===== config.mk =====
export PLATFORM = sky130hd
export DESIGN_NAME = mux
export DESIGN_NICKNAME = d
export VERILOG_FILES = /design/src/rtl/mux.sv
export SDC_FILE = /design/constraint.sdc
export NUM_CORES = 1
export LEC_CHECK = 0
export BUFFER_PORTS_ARGS = -buffer_cell sky130_fd_sc_hd__buf_2
export CORE_UTILIZATION = 39
export CTS_CLUSTER_DIAMETER = 150
export CTS_CLUSTER_SIZE = 16
export DETAILED_ROUTE_END_ITERATION = 7
export HOLD_SLACK_MARGIN = 0.1
export PLACE_DENSITY = 0.74
export SLEW_MARGIN = 20
export SYNTH_ARGS = -nofsm -noshare
export SYNTH_HDL_FRONTEND = slang
export SYNTH_SLANG_ARGS = --single-unit

===== constraint.sdc =====
create_clock -name clk -period 1.8 [get_ports clk]
set_input_delay 0.09 -clock clk [delete_from_list [all_inputs] [get_ports clk]]
set_output_delay 0.09 -clock clk [all_outputs]
set_load 0.02 [all_outputs]

===== src/rtl/mux.sv =====
// mux: 8-to-1 single-bit selector with a registered copy of the selected bit,
// 0->1 / 1->0 edge pulses and a saturating count of registered-bit changes.
// y and sel_oh are purely combinational and stay valid during reset.
module mux #(
   parameter int CNT_W = 8
) (
   input  logic             clk,
   input  logic             rst_n,
   input  logic [7:0]       a,
   input  logic [2:0]       s,
   input  logic             en,
   input  logic             clr,
   output logic             y,
   output logic [7:0]       sel_oh,
   output logic             y_q,
   output logic             y_rise,
   output logic             y_fall,
   output logic [CNT_W-1:0] tog_cnt
);

   localparam logic [CNT_W-1:0] CNT_MAX = {CNT_W{1'b1}};

   logic [7:0]       pick;
   logic             y_q_reg,    y_q_next;
   logic             y_rise_reg, y_rise_next;
   logic             y_fall_reg, y_fall_next;
   logic [CNT_W-1:0] cnt_reg,    cnt_next;

   // One decoder lane per candidate bit: lane gi is hot when s selects it,
   // and the same lane gates a[gi] so the selected bit is an OR of the lanes.
   genvar gi;
   generate
      for (gi = 0; gi < 8; gi++) begin : g_lane
         assign sel_oh[gi] = (s == 3'(gi));
         assign pick[gi]   = a[gi] & sel_oh[gi];
      end
   endgenerate

   assign y = |pick;

   // Next-state for the registered path: capture, edge pulses and counter.
   always_comb begin
      y_q_next    = y_q_reg;
      y_rise_next = 1'b0;
      y_fall_next = 1'b0;
      cnt_next    = cnt_reg;
      if (en) begin
         y_q_next    = y;
         y_rise_next = y & ~y_q_reg;
         y_fall_next = ~y & y_q_reg;
         if ((y != y_q_reg) && (cnt_reg != CNT_MAX)) begin
            cnt_next = cnt_reg + 1'b1;
         end
      end
      // Clear wins over any increment on the same edge, enabled or not.
      if (clr) begin
         cnt_next = '0;
      end
   end

   // State registers with synchronous active-low reset dominating en and clr.
   always_ff @(posedge clk) begin
      if (!rst_n) begin
         y_q_reg    <= 1'b0;
         y_rise_reg <= 1'b0;
         y_fall_reg <= 1'b0;
         cnt_reg    <= '0;
      end else begin
         y_q_reg    <= y_q_next;
         y_rise_reg <= y_rise_next;
         y_fall_reg <= y_fall_next;
         cnt_reg    <= cnt_next;
      end
   end

   assign y_q     = y_q_reg;
   assign y_rise  = y_rise_reg;
   assign y_fall  = y_fall_reg;
   assign tog_cnt = cnt_reg;

endmodule


After elaboration in Yosys (flattened, before gate mapping)

Index checks and enable logic that the tools add are counted.

Register bits: 11
Latch bits: 0
RAM bits: 0
Bits in read-only memories: 0
Output and inout bits: 20
Logic and storage cells: 33
Memories: 0

$add $sub $neg: 1
$mul: 0
Divide/modulo/power cells: 0
Magnitude comparators: 0
Equality and inequality tests: 9
Shift-type cells: 0
Mux-type cells: 0
Bitwise logic cells: 13
Reductions and logical operators: 6

Operators with widths:

| kind                                          | number |
|---|---|
| == test 3 bit, second input constant          | 4 |
| bitwise AND 1 bit                             | 10 |
| adder 8 x 1 -> 8 bit, second input constant   | 1 |
| inequality test 8 bit, second input constant  | 1 |
| OR reduction 8 bit                            | 1 |
| == test 3 x 2 -> 1 bit, second input constant | 2 |
| AND reduction 2 bit                           | 2 |
| == test 3 x 1 -> 1 bit, second input constant | 1 |
| zero test 3 bit                               | 1 |
| inverter 1 bit                                | 3 |
| OR reduction 2 bit                            | 1 |
| logical AND 1 bit                             | 1 |
| inequality test 1 bit                         | 1 |

Logic depth before layout (Yosys ltp)

Depth after elaboration: 6
Mapped depth: 9
Mapped depth without buffers: 8

Worst setup path after synthesis

Ideal clock, no wire load.

Path type: input-to-reg
Start point: in s[0]
End point: reg cnt_reg[6] (netlist: tog_cnt[6])
Library setup time: 0.124 ns
Arrival time: 1.595 ns
Required time: 1.676 ns
Path slack: 0.081 ns
Stages: 9
Path through: buf_2 mux2i_1 o22ai_1 nor2_1 ha_1 nand3b_1 nor3_2 mux2i_1 nor2_1

Longest elaborated chain between the ends: 6
Elaborated cells between the ends (all ways): 20

Ends and longest elaborated chain:

| element                                        | line | source |
|---|---|---|
| start, declared                                | 10   | `input logic [2:0] s,` |
| == test 3 x 1 -> 1 bit (tied with other cells) | 34   | `assign sel_oh[gi] = (s == 3'(gi));` |
| bitwise AND 1 bit                              | 35   | `assign pick[gi] = a[gi] & sel_oh[gi];` |
| OR reduction 8 bit *                           | 39   | `assign y = \|pick;` |
| inequality test 1 bit *                        | 51   | `if ((y != y_q_reg) && (cnt_reg != CNT_MAX)) begin` |
| logical AND 1 bit *                            | 51   |  |
| AND reduction 2 bit (no line) *                | -    |  |
| end signal, assigned                           | 72   | `cnt_reg <= cnt_next;` |
| end, declared                                  | 27   | `logic [CNT_W-1:0] cnt_reg, cnt_next;` |

Every way passes the cells marked *; elsewhere a longest branch is shown, timed or not.
A chain may end at the register's enable or synchronous reset.

Final worst setup path

Start point: in s[1]
End point: reg cnt_reg[6] (netlist: tog_cnt[6])

Same word-level chain as after synthesis.

==> impl_summary.log <==
[metrics] Post-route DRC: 4
[metrics] path type of the worst setup path: input pin to register
[metrics] adder-cell share of the synthesized area: under 10%
[metrics] average wire length per cell after detail routing: between 10 and 15 µm
[metrics] critical register-to-register path endpoint: tog_cnt[6]
[metrics] headroom to the max-slew limit: 77.5%
[metrics] share of the synthesized netlist area taken by xor and xnor gates: 3.94%
[metrics] violated checks: DRC
[metrics] global route total overflow: 0
[metrics] endpoint of the most critical setup path: tog_cnt[6]
[metrics] kind of start point of the critical path: input pin
[metrics] antenna violation net count after detailed routing: 0
[metrics] yosys warns: 0
[metrics] # resized after CTS: 0
[metrics] CTS tree: yes
[metrics] peak supply drop: about 0.40 mV
[metrics] global-route wire length before repair: between 2000 and 3000 µm
[metrics] initial antenna violation count: 0
[metrics] result of the run: finished, violations left
[metrics] crit share post-route: 92.1%
[metrics] Setup Skew: around 0.52 ps
[metrics] Initial Util: a little over two fifths
[metrics] CTS root buffer: clkbuf_4
[metrics] setup violators final: 0
[metrics] mux contribution to synthesized area: 10.7%
[metrics] area of the placeable core: 1560 µm²
[metrics] slew at the pin closest to its max-slew limit: approximately 330 ps
[metrics] number of synthesized register bits: 11
[metrics] worst hold margin: 284 ps
[metrics] vias: slightly above 700
[metrics] largest family of logic cells by synthesized area: simple AND/OR/NAND/NOR gates
[metrics] standard-cell row count: 14
[metrics] io pins: 35
[metrics] kind of end point of the critical path: register
[metrics] Hold Vio Cnt, Final: 0
[metrics] worst setup slack before clock tree synthesis: -146 ps
[metrics] path category of the worst min-delay check: input pin to register
[metrics] max-capacitance violation count: 0
[metrics] number of max-slew violations in the final report: 0
[metrics] post-synthesis simple-gate area fraction: 28.5%
[metrics] area of the mapped netlist: 667 µm²
[metrics] area of the multi-input gates: a little over 400 µm²
[metrics] layout cells sized above 1: approximately two fifths
[metrics] crit path max fanout: 7
[metrics] setup total negative slack: 0 ps
[metrics] Critical Path AT: around 1800 ps
[metrics] maximum clock rate: 603 MHz
[metrics] wirelength, routed: approximately 1900 µm
[metrics] launching point of the worst reg2reg path: tog_cnt[0]
[metrics] TritonCTS sink count: 11
[metrics] complex-gate fraction of the synthesized area: 12.9%
[metrics] Seq. cell area: roughly 220 µm²
[metrics] number of detailed-route iterations in the first pass: 6
[metrics] DRC violation total after the first TritonRoute iteration: 18
[metrics] net count of the mapped netlist: 96
[metrics] clock transition at the registers of the reported paths: 70 ps
[metrics] placed wire-length estimate: between 1000 and 1500 µm
[metrics] post-layout worst setup margin: between 100 and 150 ps
[metrics] filler cell count in the final layout: between 150 and 200
[metrics] worst-case clock buffer depth: 2
[metrics] P_leak: about 0.49 nW
[metrics] Port Buf Inserts: 34
[metrics] number of global-route vias before repair: between 600 and 700
[metrics] clock latency on the worst-skew pair: between 200 and 300 ps
[metrics] most common cell after layout, fill and taps aside: buf_2
[metrics] Largest register FFs: 8
[metrics] vertical die dimension: 43.4 µm
[metrics] number of nets in the layout: 140
[metrics] via count normalized by instance count: roughly 5.3
[metrics] number of library cell types mapped by synthesis: 31
[metrics] die area: around 1900 µm²
[metrics] final weighted congestion in routability-driven placement: around 0.79
[metrics] maximum number of pins on one net before global-route repair: 9
[metrics] setup slack of the worst register-to-register path: between 150 and 200 ps
[metrics] required time at the endpoint of the critical path: 1960 ps
[metrics] setup repair after global routing missed its margin: no
[metrics] worst setup path startpoint: s[1]
[metrics] clock period minus worst slack: between 1500 and 2000 ps
[metrics] power per cell area: just under 600 nW/µm²
[metrics] Total Routing Usage GR: between 20% and 30%
[metrics] TritonCTS Buffers: 3
[metrics] Die Width: 43.4 µm
[metrics] H-tree lvl count: 1
[metrics] # diodes: 0
[metrics] post-synthesis to final-layout area growth: 40.1%
[metrics] post-synthesis sequential area ratio: between 30% and 40%
[metrics] Syn Inst Count: approximately 80
[metrics] worst-case reg-to-reg path depth: 5
[metrics] Post-Synthesis Mean Instance Area: 8.55 µm²
[metrics] commonest cells after routing, fill and taps aside: 34 x buf_2, 13 x nor2_1, 11 x dfxtp_1
[per-layer routing]
metal	track usage, %	vias to the layer above	part of all wire, %
li1	-	363	-
met1	23.0	338	41
met2	39.4	17	54
met3	7.50	3	4.2
met4	5.63	0	1.1
met5	0	-	0
[worst min-delay path by stage]
| stage | to | depth (start not counted) | slack (ps) | start |
|---|---|---|---|---|
| 2_1_floorplan | y_q | 1 | 180 | en |
| 3_3_place_gp | y_q | 2 | 360 | en |
| 3_5_place_dp | y_q | 2 | 380 | en |
| 4_1_cts | tog_cnt[2] | 3 | 280 | clr |
| 5_1_grt | tog_cnt[2] | 3 | 310 | clr |
| 6_report | tog_cnt[5] | 3 | 280 | clr |
[area by class of cell]
type	instances	share of cell area [%]
inverter	5	2.01
timing repair buffer	42	25.4
tap	16	2.14
multi-input combinational	59	44.0
sequential	11	23.6
clock buffer	4	2.81
[worst max-delay path: stages]
cell and delay (ps):
buf_2 170, mux2i_1 250, o22ai_1 110, nor2_1 170
ha_1 270, nand3b_1 260, nor3_2 230, mux2i_1 200
nor2_1 50
[report_power, final]
group / switching [mW] / leakage (nW) / internal, mW
Combinational: 0.0671 / 0.382 / 0.0593
Sequential: 0.00422 / 0.0891 / 0.248
Clock: 0.0879 / 0.0150 / 0.0862
Total: 0.159 / 0.486 / 0.394
[synth_stat cells, drive strengths merged]
cell    instances  area share [%]
dfxtp          11              33
a31oi           1            0.94
ha              3             5.6
o22ai           1            0.94
nor4            1            0.94
o32ai           1             1.3
xnor2           2             2.6
nand4b          1             2.3
inv             5             2.8
o21bai          1             1.1
nand2b          5             4.7
nand3b          1             1.1
a41o            1             1.5
mux2i           6             9.0
nand2           4             2.3
a211oi          3             4.9
buf             3             2.4
and4            1             1.7
a21oi           2             1.5
xor2            1             1.3
and3            4             3.8
mux2            1             1.7
nand3           1            0.75
nor2           13             7.3
nor3            4             3.8
o21ai           1            0.75
[cells by family after synthesis]
family          count (synthesis)
mux                             7
simple gates                   35
fa+ha+maj                       3
flops                          11
compound gates                 11
xor+xnor                        3
buf+inv                         8
[metrics by stage]
| step | total power, mW | cells | instance area (µm²) | utilization [%] |
|---|---|---|---|---|
| floorplan | 0.328 | 78 | 667 | - |
| global placement | 0.373 | 130 | 878 | 56.3 |
| detailed placement | 0.378 | 130 | 878 | 56.3 |
| CTS | 0.557 | 137 | 935 | 60.0 |
| global route | 0.578 | 137 | 935 | 60.0 |
| finish | 0.553 | 137 | 935 | 60.0 |
[repair_timing]
action / in CTS / in global routing
hold endpoints to repair: 2 / 0
setup buffers: 0 / 0
hold buffers: 3 / 0
Note: power is estimated with default switching activity, not from simulation.
